$ cat src/rtl/ex_stage_mc.sv
// Multi-cycle execute stage: valid/allow handshake, ALU, multiply, iterative
// restoring divider, byte-lane store generation and forwarding info for decode.
module ex_stage_mc #(
  parameter int XLEN  = 32,
  parameter int IN_W  = 4*XLEN+26,
  parameter int OUT_W = 2*XLEN+12
) (
  input  logic               clk,
  input  logic               reset,
  input  logic               flush,
  input  logic               valid_in,
  output logic               allow_in,
  input  logic [IN_W-1:0]    stage_in,
  output logic               valid_out,
  input  logic               allow_out,
  output logic [OUT_W-1:0]   stage_out,
  output logic               data_sram_en,
  output logic [XLEN/8-1:0]  data_sram_we,
  output logic [XLEN-1:0]    data_sram_addr,
  output logic [XLEN-1:0]    data_sram_wdata,
  output logic               fwd_valid,
  output logic [4:0]         fwd_dest,
  output logic               fwd_is_load,
  output logic [XLEN-1:0]    fwd_data
);
  localparam int LW = XLEN/8;
  localparam int AW = $clog2(LW);
  localparam int CW = $clog2(XLEN);
  localparam int SW = $clog2(XLEN);
  localparam logic [CW-1:0] CNT_LAST = CW'(XLEN-1);

  localparam logic [1:0] S_IDLE = 2'd0;
  localparam logic [1:0] S_BUSY = 2'd1;
  localparam logic [1:0] S_DONE = 2'd2;

  logic            r_valid;
  logic [IN_W-1:0] r_payload;
  logic [1:0]      r_state;
  logic [CW-1:0]   r_cnt;
  logic [XLEN-1:0] r_rem, r_quo, r_div_res;

  logic [XLEN-1:0] w_pc, w_sd, w_src1, w_src2;
  logic            w_mem_en, w_mem_we, w_res_from_mem, w_rf_we;
  logic [1:0]      w_mem_size;
  logic [2:0]      w_md_op;
  logic [11:0]     w_alu_op;
  logic [4:0]      w_dest;

  assign w_pc           = r_payload[XLEN-1:0];
  assign w_sd           = r_payload[2*XLEN-1:XLEN];
  assign w_mem_en       = r_payload[2*XLEN];
  assign w_mem_size     = r_payload[2*XLEN+2:2*XLEN+1];
  assign w_mem_we       = r_payload[2*XLEN+3];
  assign w_md_op        = r_payload[2*XLEN+6:2*XLEN+4];
  assign w_alu_op       = r_payload[2*XLEN+18:2*XLEN+7];
  assign w_src2         = r_payload[3*XLEN+18:2*XLEN+19];
  assign w_src1         = r_payload[4*XLEN+18:3*XLEN+19];
  assign w_res_from_mem = r_payload[4*XLEN+19];
  assign w_dest         = r_payload[4*XLEN+24:4*XLEN+20];
  assign w_rf_we        = r_payload[4*XLEN+25];

  logic w_is_div, w_ready_go, w_capture;
  assign w_is_div   = w_md_op[2];
  assign w_ready_go = ~w_is_div | (r_state == S_DONE);
  assign allow_in   = ~r_valid | (w_ready_go & allow_out);
  assign w_capture  = valid_in & allow_in;
  assign valid_out  = r_valid & w_ready_go & ~flush;

  always_ff @(posedge clk) begin
    if (reset) begin
      r_valid   <= 1'b0;
      r_payload <= '0;
    end else if (flush) begin
      r_valid <= 1'b0;
    end else if (w_capture) begin
      r_valid   <= 1'b1;
      r_payload <= stage_in;
    end else if (w_ready_go & allow_out) begin
      r_valid <= 1'b0;
    end
  end

  // ALU opcode is one-hot: add sub slt sltu and nor or xor sll srl sra lui
  logic [SW-1:0]   w_shamt;
  logic [XLEN-1:0] w_sra, w_alu_res;
  assign w_shamt = w_src2[SW-1:0];
  assign w_sra   = $signed(w_src1) >>> w_shamt;

  always_comb begin
    w_alu_res = '0;
    if (w_alu_op[0])  w_alu_res = w_alu_res | (w_src1 + w_src2);
    if (w_alu_op[1])  w_alu_res = w_alu_res | (w_src1 - w_src2);
    if (w_alu_op[2])  w_alu_res = w_alu_res | {{(XLEN-1){1'b0}}, $signed(w_src1) < $signed(w_src2)};
    if (w_alu_op[3])  w_alu_res = w_alu_res | {{(XLEN-1){1'b0}}, w_src1 < w_src2};
    if (w_alu_op[4])  w_alu_res = w_alu_res | (w_src1 & w_src2);
    if (w_alu_op[5])  w_alu_res = w_alu_res | ~(w_src1 | w_src2);
    if (w_alu_op[6])  w_alu_res = w_alu_res | (w_src1 | w_src2);
    if (w_alu_op[7])  w_alu_res = w_alu_res | (w_src1 ^ w_src2);
    if (w_alu_op[8])  w_alu_res = w_alu_res | (w_src1 << w_shamt);
    if (w_alu_op[9])  w_alu_res = w_alu_res | (w_src1 >> w_shamt);
    if (w_alu_op[10]) w_alu_res = w_alu_res | w_sra;
    if (w_alu_op[11]) w_alu_res = w_alu_res | w_src2;
  end

  // One 2*XLEN multiplier serves all three: low bits are extension-agnostic
  logic              w_mext;
  logic [2*XLEN-1:0] w_prod;
  assign w_mext = (w_md_op == 3'd2);
  assign w_prod = {{XLEN{w_mext & w_src1[XLEN-1]}}, w_src1}
                * {{XLEN{w_mext & w_src2[XLEN-1]}}, w_src2};

  logic            w_sgn, w_a_neg, w_b_neg;
  logic [XLEN-1:0] w_amag, w_bmag, w_rem_src, w_quo_src, w_rem_n, w_quo_n;
  logic [XLEN-1:0] w_quo_fix, w_rem_fix, w_div_final;
  logic [XLEN:0]   w_shift, w_diff;
  assign w_sgn     = ~w_md_op[1];
  assign w_a_neg   = w_sgn & w_src1[XLEN-1];
  assign w_b_neg   = w_sgn & w_src2[XLEN-1];
  assign w_amag    = w_a_neg ? -w_src1 : w_src1;
  assign w_bmag    = w_b_neg ? -w_src2 : w_src2;
  assign w_rem_src = (r_cnt == '0) ? '0 : r_rem;
  assign w_quo_src = (r_cnt == '0) ? w_amag : r_quo;
  assign w_shift   = {w_rem_src, w_quo_src[XLEN-1]};
  assign w_diff    = w_shift - {1'b0, w_bmag};
  assign w_rem_n   = w_diff[XLEN] ? w_shift[XLEN-1:0] : w_diff[XLEN-1:0];
  assign w_quo_n   = {w_quo_src[XLEN-2:0], ~w_diff[XLEN]};
  assign w_quo_fix = (w_a_neg ^ w_b_neg) ? -w_quo_n : w_quo_n;
  assign w_rem_fix = w_a_neg ? -w_rem_n : w_rem_n;
  assign w_div_final = (w_src2 == '0) ? (w_md_op[0] ? w_src1 : '1)
                                      : (w_md_op[0] ? w_rem_fix : w_quo_fix);

  always_ff @(posedge clk) begin
    if (reset) begin
      r_state   <= S_IDLE;
      r_cnt     <= '0;
      r_rem     <= '0;
      r_quo     <= '0;
      r_div_res <= '0;
    end else if (flush) begin
      r_state <= S_IDLE;
      r_cnt   <= '0;
    end else if (w_capture) begin
      r_state <= stage_in[2*XLEN+6] ? S_BUSY : S_IDLE;
      r_cnt   <= '0;
    end else if (r_state == S_BUSY) begin
      r_rem <= w_rem_n;
      r_quo <= w_quo_n;
      r_cnt <= r_cnt + 1'b1;
      if (r_cnt == CNT_LAST) begin
        r_state   <= S_DONE;
        r_div_res <= w_div_final;
      end
    end else if ((r_state == S_DONE) && allow_out) begin
      r_state <= S_IDLE;
    end
  end

  logic [XLEN-1:0] w_result;
  always_comb begin
    case (w_md_op)
      3'd0:    w_result = w_alu_res;
      3'd1:    w_result = w_prod[XLEN-1:0];
      3'd2,
      3'd3:    w_result = w_prod[2*XLEN-1:XLEN];
      default: w_result = r_div_res;
    endcase
  end

  logic [AW-1:0]   w_alo;
  logic [LW-1:0]   w_we;
  logic [XLEN-1:0] w_wdata;
  logic            w_ale;
  assign w_alo = w_result[AW-1:0];

  always_comb begin
    w_we    = '1;
    w_wdata = w_sd;
    w_ale   = 1'b0;
    case (w_mem_size)
      2'd0: begin
        w_we    = LW'(1) << w_alo;
        w_wdata = {LW{w_sd[7:0]}};
      end
      2'd1: begin
        w_we    = LW'(3) << (w_alo & ~AW'(1));
        w_wdata = {(LW/2){w_sd[15:0]}};
        w_ale   = w_alo[0];
      end
      2'd2: begin
        w_we    = LW'(15) << (w_alo & ~AW'(3));
        w_wdata = {(LW/4){w_sd[31:0]}};
        w_ale   = |w_alo[1:0];
      end
      default: w_ale = |w_alo;
    endcase
  end

  logic w_ale_q;
  assign w_ale_q = w_mem_en & w_ale;

  assign data_sram_en    = r_valid & w_mem_en & ~w_ale_q & allow_out & ~flush;
  assign data_sram_we    = w_mem_we ? w_we : '0;
  assign data_sram_addr  = w_result;
  assign data_sram_wdata = w_wdata;

  assign stage_out = {w_rf_we, w_dest, w_res_from_mem, w_mem_size,
                      w_result[1:0], w_ale_q, w_result, w_pc};

  assign fwd_valid   = r_valid & w_rf_we & (w_dest != 5'd0);
  assign fwd_dest    = w_dest;
  assign fwd_is_load = w_res_from_mem | (w_is_div & (r_state != S_DONE));
  assign fwd_data    = w_result;
endmodule

$ cat config.mk
export PLATFORM = sky130hd
export DESIGN_NAME = ex_stage_mc
export DESIGN_NICKNAME = d
export VERILOG_FILES = /design/src/rtl/ex_stage_mc.sv
export SDC_FILE = /design/constraint.sdc
export NUM_CORES = 2
export LEC_CHECK = 0
export BUFFER_PORTS_ARGS = -buffer_cell sky130_fd_sc_hd__buf_2
export CAP_MARGIN = 20
export CORE_ASPECT_RATIO = 0.9
export CORE_MARGIN = 3
export CORE_UTILIZATION = 25
export CTS_CLUSTER_DIAMETER = 30
export DETAILED_ROUTE_END_ITERATION = 8
export SYNTH_ARGS = -nofsm -noshare
export SYNTH_HDL_FRONTEND = slang
export SYNTH_SLANG_ARGS = --single-unit
$ cat constraint.sdc
create_clock -name clk -period 9.6 [get_ports clk]
set_input_delay 0 -clock clk [delete_from_list [all_inputs] [get_ports clk]]
set_output_delay 0 -clock clk [all_outputs]
set_load 0.03 [all_outputs]
==> flow_metrics.env <==
export IMPL_path_class="register to primary output"
export IMPL_slowest_delay_ns=0.61
export IMPL_portBuffers=344
export IMPL_drive_gt1_frac=0.138
export IMPL_async_reset_ff_frac=0
export IMPL_grt_pass1_vias=59100
export IMPL_tritoncts="done"
export IMPL_drc=0
export IMPL_maxSlewViolCount=0
export IMPL_critPathMostFrequentCell="fa_1"
export IMPL_worstMarginPinSlew_ns=1.14
export IMPL_wire_per_inst_um=24.6
export IMPL_reg2reg_depth=33
export IMPL_drt_total_wl_um=288000
export IMPL_regToRegSetupSlack_ns=1.44
export IMPL_io_pins=345
export IMPL_place_gp_congestion=1.04
export IMPL_avgViaCountPerCell=5.10
export IMPL_syn_area_per_cell_um2=8.03
export IMPL_max_slew_margin=0.236
export IMPL_max_cap_violations=0
export IMPL_synth_edf_count=0
export IMPL_run_status="completed"
export IMPL_seqPwrFrac=0.166
export IMPL_crit_arrival_ns=9.49
export IMPL_synth_ff_type="dfxtp_1"
export IMPL_cts_made_buffers=78
export IMPL_reg2reg_from="r_payload[86]"
export IMPL_area_growth_pct=19.7
export IMPL_fin_crit_ns=9.49
export IMPL_min_to="r_payload[110]"
export IMPL_syn_num_nets=9493
export IMPL_hp_class="primary input to register"
export IMPL_start_kind="register"
export IMPL_grt_pass1_wl_um=416000
export IMPL_vias=59700
export IMPL_antenna_found_initial=18
export IMPL_irDropWorstVdd_mv=0.150
export IMPL_cts_sinks=258
export IMPL_worstPathRequired_ns=9.60
export IMPL_slowest_stage="fa_1"
export IMPL_grt_usage=0.218
export IMPL_synth_seq_cells=258
export IMPL_path_clk_slew_ns=0.04
export IMPL_drtIter0Drc=7027
export IMPL_swShare=0.405
export IMPL_yosysSeqAreaShare=0.0818
export IMPL_die_h_um=483
export IMPL_core_um2=250000
export IMPL_p_switching_mw=2.87
export IMPL_skew_ns=0.0866
export IMPL_clock_root_buffer="clkbuf_16"
export IMPL_num_rows=174
export IMPL_fin_area_um2=75500
export IMPL_worstReg2RegEnd="r_div_res[14]"
export IMPL_hold_start="stage_in[110]"
export IMPL_endpoint_kind="primary output"
export IMPL_netlist_instances=7858
export IMPL_finalNetCount=9929
export IMPL_dr_pass1_iters=9
export IMPL_p_leak_nw=32.3
export IMPL_path_max_fanout=5
export IMPL_die_x_um=536
export IMPL_dp_hpwl_um=229000
export IMPL_htreeDepth=3
export IMPL_place_area_um2=69000
export IMPL_clock_fmax_ghz=0.105
export IMPL_initial_utilization=0.252
export IMPL_ant_nets=0
export IMPL_die_area_um2=259000
export IMPL_clock_latency_ns=0.71
export IMPL_finalHoldViolations=0
export IMPL_whs_path_depth=4
export IMPL_period_share=0.988
export IMPL_setup_tns_final_ns=0
export IMPL_worst_slack_ns=0.113
export IMPL_p_int_mw=4.21
export IMPL_p_clk_frac=0.436
export IMPL_comb_power_share=0.398
export IMPL_p_per_area_nw_per_um2=93.8
export IMPL_setup_viol=0
export IMPL_grt_max_degree=100
export IMPL_syn_area_um2=63100
export IMPL_dp_slack_ns=0.146
export IMPL_fillers=26800
export IMPL_overflow=0
export IMPL_ys_types=116
export IMPL_ys_warn_count=0
export IMPL_max_clock_path_buffers=3
==> final cells by class <==
type,instances,area [um2],area share
Clock inverter,45,937,0.0124
Sequential cell,258,5240,0.0694
Inverter,1308,4990,0.0660
Antenna cell,7,17.5,0.000232
Tap cell,3344,4180,0.0554
Multi-Input combinational cell,5647,50400,0.667
Timing Repair Buffer,1001,7630,0.101
Clock buffer,96,2130,0.0282
==> cell usage after synthesis (44+ instances only) <==
cell,n,area [um2]
o211ai_1,44,330
o21ai_0,199,996
a211oi_1,55,413
a31oi_1,47,294
nor3_1,94,470
nand3_1,86,430
dfxtp_1,258,5160
fa_1,1128,22600
a21o_1,64,480
buf_4,128,961
ha_1,348,4350
buf_1,106,398
xnor2_1,179,1570
mux2i_1,113,1130
nand2_1,1217,4570
clkbuf_1,363,1360
inv_1,1280,4800
a21oi_1,472,2360
nor2_1,814,3060
xor2_1,79,692
==> critical path: cells and delay by family, from the launching register on <==
kind / cells / cell delay (ns)
AOI/OAI and AO/OA: 9 / 1.90
adders and majority gates: 9 / 4.30
buffers and inverters: 8 / 1.59
DFF: 1 / 0.44
and+or+nand+nor: 4 / 0.50
==> per-stage QoR <==
| stage | total power, mW | hold WS [ns] | util | cells |
|---|---|---|---|---|
| after floorplan | 2.80 | 0.136 | - | 7858 |
| after global placement | 3.80 | 0.240 | 0.276 | 11300 |
| after detailed placement | 3.79 | 0.239 | 0.276 | 11300 |
| after CTS | 7.00 | 0.0443 | 0.299 | 11700 |
| after global routing | 7.32 | 0.0967 | 0.302 | 11700 |
| final | 7.08 | 0.0944 | 0.302 | 11700 |
==> cell families after synthesis <==
logic type,share of synthesized area
mux,0.0372
fa+ha+maj,0.427
simple gates,0.163
flops,0.0818
compound gates,0.129
buf+inv,0.125
xor+xnor,0.0361
==> sequential cells by signal (all words and copies together) (netlist names) <==
register,flops
r_rem,32
r_state,2
r_div_res,32
r_payload,154
r_cnt,5
r_valid,1
r_quo,32
==> placed cells by master (no fill, tap or decap), types with 39 or more instances in the layout <==
cell type      Yosys  layout
clkbuf_16          0      79
o211ai_1          44      44
nor2_1           814     807
a211oi_1          55      53
xnor2_1          179     179
mux2i_1          113     112
nand2b_1          39      39
ha_1             348     338
o21ai_0          199     191
xor2_1            79      79
inv_1           1280    1263
buf_2             42     337
mux4_2            39      39
a21oi_1          472     468
buf_4            128     376
nand3_1           86      86
nor3_1            94      89
dfxtp_1          258     216
dlygate4sd3_1      0     247
fa_1            1128    1121
a21o_1            64      64
nand2_1         1217    1214
a31oi_1           47      46
==> worst max path at each step <==
stage	slack, ns	to	depth (start not counted)	startpoint
floorplan	-0.02	fwd_data[29]	37	r_payload[85]
global placement	0.21	stage_out[60]	30	r_payload[69]
detailed placement	0.15	stage_out[60]	30	r_payload[69]
CTS	0.01	fwd_data[29]	32	r_payload[69]
global route	-0.07	data_sram_addr[29]	36	r_payload[69]
finish	0.11	fwd_data[29]	30	r_payload[105]
==> what timing repair did <==
item | 4_1_cts | 5_1_grt
pin swaps | 4 | 15
hold buffers | 247 | 0
endpoints found under the setup margin | 45 | 85
buffers inserted | 8 | 36
resized for setup | 38 | 102
endpoints found under the hold margin | 171 | 0
==> layer usage <==
layer / track usage / vias to the layer above / part of all wire
met3: 0.0689 / 629 / 0.13
li1: - / 25500 / -
met1: 0.298 / 29900 / 0.41
met2: 0.316 / 3566 / 0.41
met5: 0 / - / 0.00023
met4: 0.0914 / 12 / 0.051
==> power groups by stage <==
stage / combinational (mW) / sequential [mW] / clock (mW)
CTS: 2.70 / 1.17 / 3.13
floorplan: 1.65 / 1.15 / 0
global route: 2.96 / 1.17 / 3.19
finish: 2.82 / 1.17 / 3.09
detailed placement: 2.60 / 1.19 / 0
global placement: 2.62 / 1.18 / 0
No activity file was read; power rests on OpenSTA's default activity.
